### config.mk
export PLATFORM = sky130hd
export DESIGN_NAME = fir_decim
export DESIGN_NICKNAME = d
export VERILOG_FILES = /design/src/rtl/fir_decim.sv
export SDC_FILE = /design/constraint.sdc
export NUM_CORES = 1
export LEC_CHECK = 0
export BUFFER_PORTS_ARGS = -buffer_cell sky130_fd_sc_hd__buf_2
export CAP_MARGIN = 15
export CORE_MARGIN = 5
export CORE_UTILIZATION = 30
export DETAILED_ROUTE_END_ITERATION = 8
export PLACE_DENSITY = 0.79
export SLEW_MARGIN = 20
export SYNTH_ARGS = -nofsm -noshare
export SYNTH_HDL_FRONTEND = slang
export SYNTH_SLANG_ARGS = --single-unit
### constraint.sdc
create_clock -name clock -period 1.6 [get_ports clock]
set_input_delay 0.24 -clock clock [delete_from_list [all_inputs] [get_ports clock]]
set_output_delay 0.24 -clock clock [all_outputs]
set_load 0.02 [all_outputs]
### src/rtl/fir_decim.sv
// Decimating single-MAC FIR low-pass stage: reads DECIMATION samples from the input FIFO,
// then runs TAPS multiply-accumulate cycles and writes one Q10-dequantized result.
module fir_decim #(
  parameter int TAPS       = 32,
  parameter int DECIMATION = 8,
  parameter int DATA_SIZE  = 32,
  parameter int BITS       = 10,
  parameter logic [0:TAPS-1][DATA_SIZE-1:0] COEFFS = '0
) (
  input  logic                 clock,
  input  logic                 reset,
  input  logic [DATA_SIZE-1:0] x_in,
  output logic                 x_rd_en,
  input  logic                 x_empty,
  output logic [DATA_SIZE-1:0] y_out,
  input  logic                 y_out_full,
  output logic                 y_wr_en
);

  localparam int CW = (DECIMATION > 1) ? $clog2(DECIMATION) : 1;
  localparam int KW = $clog2(TAPS);
  localparam int PW = 2 * DATA_SIZE;

  typedef enum logic [1:0] {
    LOAD  = 2'd0,
    MAC   = 2'd1,
    WRITE = 2'd2
  } state_t;

  state_t                state_q, state_d;
  logic [DATA_SIZE-1:0]  x_q [TAPS];
  logic [DATA_SIZE-1:0]  x_d [TAPS];
  logic [DATA_SIZE-1:0]  acc_q, acc_d;
  logic [DATA_SIZE-1:0]  y_q, y_d;
  logic [CW-1:0]         cnt_q, cnt_d;
  logic [KW-1:0]         k_q, k_d;
  logic signed [DATA_SIZE-1:0] coef_s, samp_s;
  logic signed [PW-1:0]  prod_s;
  logic [DATA_SIZE-1:0]  term_s;

  // Divide by 2^BITS rounding toward zero, then keep the low DATA_SIZE bits.
  function automatic logic [DATA_SIZE-1:0] dequant(input logic signed [PW-1:0] p);
    logic signed [PW-1:0] m;
    if (p < 0) begin
      m = -p;
      m = m >>> BITS;
      m = -m;
    end else begin
      m = p >>> BITS;
    end
    return m[DATA_SIZE-1:0];
  endfunction

  // Strobes are suppressed while reset is held so nothing is consumed or emitted.
  assign x_rd_en = reset & (state_q == LOAD) & ~x_empty;
  assign y_wr_en = reset & (state_q == WRITE) & ~y_out_full;
  assign y_out   = y_q;

  // Next-state, datapath and tap-product logic.
  always_comb begin
    state_d = state_q;
    x_d     = x_q;
    acc_d   = acc_q;
    cnt_d   = cnt_q;
    k_d     = k_q;
    y_d     = y_q;
    coef_s  = $signed(COEFFS[k_q]);
    samp_s  = $signed(x_q[k_q]);
    prod_s  = PW'(coef_s) * PW'(samp_s);
    term_s  = dequant(prod_s);
    case (state_q)
      LOAD: begin
        if (x_rd_en) begin
          x_d[0] = x_in;
          for (int i = 1; i < TAPS; i++) begin
            x_d[i] = x_q[i-1];
          end
          if (cnt_q == CW'(DECIMATION - 1)) begin
            cnt_d   = '0;
            acc_d   = '0;
            k_d     = '0;
            state_d = MAC;
          end else begin
            cnt_d   = cnt_q + CW'(1);
          end
        end else begin
          state_d = LOAD;
        end
      end
      MAC: begin
        acc_d = acc_q + term_s;
        if (k_q == KW'(TAPS - 1)) begin
          y_d     = acc_q + term_s;
          k_d     = '0;
          state_d = WRITE;
        end else begin
          k_d     = k_q + KW'(1);
        end
      end
      WRITE: begin
        if (y_wr_en) begin
          state_d = LOAD;
        end else begin
          state_d = WRITE;
        end
      end
      default: begin
        state_d = LOAD;
      end
    endcase
  end

  // State and datapath registers; reset discards any partial result.
  always_ff @(posedge clock or negedge reset) begin
    if (!reset) begin
      state_q <= LOAD;
      for (int i = 0; i < TAPS; i++) begin
        x_q[i] <= '0;
      end
      acc_q <= '0;
      y_q   <= '0;
      cnt_q <= '0;
      k_q   <= '0;
    end else begin
      state_q <= state_d;
      for (int i = 0; i < TAPS; i++) begin
        x_q[i] <= x_d[i];
      end
      acc_q <= acc_d;
      y_q   <= y_d;
      cnt_q <= cnt_d;
      k_q   <= k_d;
    end
  end

endmodule

# ---- Word-level counts from Yosys, hierarchy flattened
# Memories as Yosys holds them, arrays and structs flattened.
# Cells that the tools add are included.
dict set report word_totals {
  reg_bits 1098
  rom_bits 1024
  input_bits 36
  output_inout_bits 34
  wordCells 86
  mem_count 1
}
dict set report classes {
  n_addsub 5
  mul 1
  magnitude_cmp 2
  n_eq_ne 8
  n_mux 19
  n_bitwise 7
  n_reduce_logical 6
}
# memory words word_bits rd rd_ports_with_merged_regs wr line_no
set memory_table {}
lappend memory_table {{(no name shown)} 32 32 1 0 0 67} ;# coef_s = $signed(COEFFS[k_q]);
# cell count
set ops {}
lappend ops {{$mux 32} 7}
lappend ops {{$bmux 32 s5} 1}
lappend ops {{$lt 64x1->1 const B} 1}
lappend ops {{$mul 32x32->64} 1}
lappend ops {{$pmux 32 s2} 1}
lappend ops {{$neg 42->42} 1}
lappend ops {{$add 32x32->32} 1}
lappend ops {{$neg 32->32} 1}
lappend ops {{$mux 5} 3}
lappend ops {{$pmux 5 s2} 1}
lappend ops {{$mux 2} 4}
lappend ops {{$ge 6x6->1 const B} 1}
lappend ops {{$not 5->6} 1}
lappend ops {{$pmux 2 s3} 1}
lappend ops {{$reduce_and 2->1} 3}
lappend ops {{$add 5x1->5 const B} 1}
lappend ops {{$eq 5x5->1 const B} 1}
lappend ops {{$and 1x1->1} 4}
lappend ops {{$ne 2x2->1 const B} 2}
lappend ops {{$add 3x1->3 const B} 1}
lappend ops {{$eq 3x3->1 const B} 1}
lappend ops {{$mux 3} 1}
lappend ops {{$ne 3x2->1 const B} 1}
lappend ops {{$reduce_and 3->1} 1}
lappend ops {{other kinds (6)} 7}

# ---- Depth between registers and ports, before layout
dict set report logic_depth {
  ltp_word 10
  ltp_mapped 6
  ltp_nobuf 6
}

# ---- Worst setup path before layout
# OpenSTA, ideal clock, no wires.
dict set report synth_path {
  path_type {flip-flop to flip-flop}
  start {reg k_q[0]}
  end {reg k_q[0]}
  setup_time_ns 0.065
  arrival_time_ns 1.403
  required_ns 1.535
  slack_ns 0.133
  stages_incl_launch_ff 7
  path_buffers 0
  synth_period_minus_slack_ns 1.467
  path_cell_list {dfrtp_1 ha_1 and3_1 ha_1 nand2b_1 nor2_1 mux2_2}
}
dict set report synth_via {
  elab_chain_len 3
  elab_cells_between_ends 4
  classes_between {add/sub (1); eq/ne (1); mux (2)}
}
# item line_no
set synth_lines {}
lappend synth_lines {{from (decl)} 36} ;# logic [KW-1:0] k_q, k_d;
lappend synth_lines {{from (signal assigned)} 132} ;# k_q <= k_d;
lappend synth_lines {{$add 5x1->5 / $eq 5x5->1 (equally long branches)} {97, 92}}
lappend synth_lines {{$mux 5 (*)} 92} ;# if (k_q == KW'(TAPS - 1)) begin
lappend synth_lines {{$pmux 5 s2 (*)} 71} ;# case (state_q)
# Mark *: on every way between the ends. The rest lies on a longest branch, timed or not.
# A chain may end at the register's enable or synchronous reset.

# ---- Worst setup path after layout
dict set report layout_path {
  start {reg state_q[1]}
  end {out x_rd_en}
}
dict set report layout_via {
  elab_chain_len 3
}
# item line_no
set layout_lines {}
lappend layout_lines {{from (decl)} 30} ;# state_t state_q, state_d;
lappend layout_lines {{from (signal assigned)} 125} ;# state_q <= state_d;
lappend layout_lines {{$logic_not 2->1} 55} ;# assign x_rd_en = reset & (state_q == LOAD) & ~x_empty;
lappend layout_lines {{$and 1x1->1 (2 in a row)} 55}
lappend layout_lines {{to (decl)} 13} ;# output logic x_rd_en,
# No other way between the ends.

==> out/qor.yml <==
grt:
  overflow: 0
  grt_pass1_vias: 467
  grt_max_degree: 9
  antenna_found_initial: 0
  grt_pass1_wl_um: 2020
  grt_usage: 0.0756
power_and_ir_drop:
  p_clk_frac: 0.189
  p_leak_nw: 0.427
  power.switching_w: 0.000462
  p_per_area_mw_per_mm2: 1520
  seq_power_share: 0.377
  power_frac_comb: 0.434
  p_int_w: 0.000770
  sw_frac_of_total: 0.375
  ir_drop_mv: 0.818
logic_synthesis:
  syn-cell-area_um2: 771
  synth-seq-area-share: 0.325
  syn_area_per_cell_um2: 10.4
  synth.distinct_cells: 20
  ys_warn_count: 0
  ys_ff_latch: 10
  synth_cells: 74
sta:
  drv_slew: 0
  hold_ws_ns: 0.329
  fmax_ghz: 0.652
  finalSetupViolCount: 0
  rsz0062_at_grt: "true"
  fin_crit_sh: 0.958
  final.setup_skew_ns: 0.00607
  fin_setup_tns_ns: 0
  min_period_ns: 1.53
  hold_violations: 0
placement:
  place_area_um2: 732
  hpwlAfterDp_um: 967
  gp_congestion: 0.708
  port_buffers: 5
outcome:
  status: "complete, no violations"
floorplan:
  die-area_mm2: 0.00368
  rows: 18
  die_h_um: 60.7
  pin_count: 70
  coreArea_mm2: 0.00248
  initial_core_util: 0.311
  die_x_um: 60.7
clocking:
  cts_tree: "yes"
  htree_levels: 1
  cts.sinks: 10
  clkLatencyLatePin_ns: 0.27
  clk_pin_slew_worst_paths_ns: 0.06
  cts_made_buffers: 3
  max-clock-path-buffers: 2
  root_buffer: "clkbuf_4"
critical_path:
  slowest_delay_ns: 0.49
  worst-setup-path-type: "flop to output pin"
  arrival_ns: 1.29
  worstPathMaxFanout: 8
  required_ns: 1.36
  r2r_end: "k_q[0]"
  r2r_slack_ns: 0.10
  cp-end-kind: "output pin"
  startpoint_type: "flop"
  worstPathCellList: "nor4b_4 -> buf_2"
  reg2reg_from: "k_q[1]"
  r2r_cells: 6
  crit_slowest_cell: "dfrtp_2"
finish:
  design_area_um2: 812
  final_common_cell: "conb_1"
  nNetsFinal: 129
  finish.utilization: 0.328
  syn_to_final_growth_pct: 5.36
  diodes: 0
  final_cell_mix: "conb_1, dfrtp_1, buf_2"
  layout-drive-gt1-share: 0.284
route:
  drt_wl_total_um: 1280
  drc: 0
  drt_iter0_drc: 6
  via_count: 465
  dr.pass1.iters: 4
  ant_nets: 0
  routed_via_density: 3.94
  avgRoutedWirePerCell_um: 10.9
worst_hold_path:
  hold_path_class: "input pin to flop"
  worstHoldPathCells: 4
  hold_path_startpoint: "y_out_full"
  min_to: "state_q[1]"
run:
  max_cap_viol_count: 0
through the flow:
stage	total power, W	cells	setup slack [ns]
floorplan	0.000878	105	0.133
global placement	0.000910	111	0.0650
detailed placement	0.000958	111	0.0316
CTS	0.00121	118	0.0121
global route	0.00132	118	-0.00650
finish	0.00123	118	0.0668
routing by layer:
layer	GRT usage	routed length, um	part of all wire
met1	0.0701	420	0.33
met2	0.148	669	0.52
met3	0.0213	169	0.13
met4	0.0372	25	0.019
met5	0	0	0
sequential cells by signal, summed over array words and instances, names as in the netlist:
signal and cells:
cnt_q 3, k_q 5, state_q 2
cell type report:
class / count / area (um2)
well taps: 30 / 37.5
fillers: 259 / 1670
multi-input cells: 63 / 412
clock buffers: 4 / 36.3
flip-flops and latches: 10 / 251
repair buffers: 11 / 75.1
cell usage after synthesis:
| cell | number | area [um2] |
|---|---|---|
| buf_4 | 32 | 240 |
| dfrtp_1 | 10 | 250 |
| ha_1 | 4 | 50.1 |
| mux2_2 | 4 | 45.0 |
| nor2_1 | 4 | 15.0 |
| a22o_1 | 2 | 17.5 |
| mux2i_1 | 2 | 20.0 |
| nand2_1 | 2 | 7.51 |
| nand2b_1 | 2 | 12.5 |
| o2bb2ai_1 | 2 | 17.5 |
| a21o_2 | 1 | 8.76 |
| and2b_2 | 1 | 8.76 |
| and3_1 | 1 | 6.26 |
| and4bb_2 | 1 | 12.5 |
| conb_1 | 1 | 3.75 |
| nand3_1 | 1 | 5.00 |
| nand3b_1 | 1 | 7.51 |
| nor2_4 | 1 | 11.3 |
| nor3b_1 | 1 | 7.51 |
| nor4b_4 | 1 | 23.8 |
how the worst max path moves through the flow:
| stage | from | end | cells after the start |
|---|---|---|---|
| final | state_q[1] | x_rd_en | 2 |
| after CTS | k_q[1] | k_q[0] | 6 |
| after detailed placement | k_q[0] | k_q[0] | 6 |
| after floorplan | k_q[0] | k_q[0] | 6 |
| after global routing | state_q[1] | x_rd_en | 2 |
| after global placement | k_q[1] | k_q[0] | 6 |
logic make-up (layout without fill, tap and decap cells):
logic type | Yosys count | in the layout | share of synthesized area
mux | 6 | 6 | 0.0844
compound gates | 5 | 5 | 0.0568
buf+inv | 32 | 15 | 0.312
flops | 10 | 10 | 0.325
simple gates | 16 | 16 | 0.153
other cells | 1 | 32 | 0.00487
fa+ha+maj | 4 | 4 | 0.0649
worst max-delay path: cells and delay by family, from the launching register on:
kind                   cells  cell delay [ns]
buffers and inverters      1             0.21
flip-flops                 1             0.49
AND/OR/NAND/NOR            1             0.32
power groups by stage:
stage | registers (W) | logic (W) | clock network [W]
CTS | 0.000456 | 0.000510 | 0.000239
global placement | 0.000448 | 0.000462 | 0
global route | 0.000480 | 0.000593 | 0.000252
detailed placement | 0.000462 | 0.000496 | 0
finish | 0.000465 | 0.000534 | 0.000233
floorplan | 0.000439 | 0.000439 | 0
repair_timing:
item,in CTS,in global routing
hold buffers,2,0
buffers inserted,1,0
pin swaps,1,1
endpoints found under the hold margin,6,0
gates resized for setup,0,4
setup endpoints to repair,1,4
No activity file was read; power rests on OpenSTA's default activity.
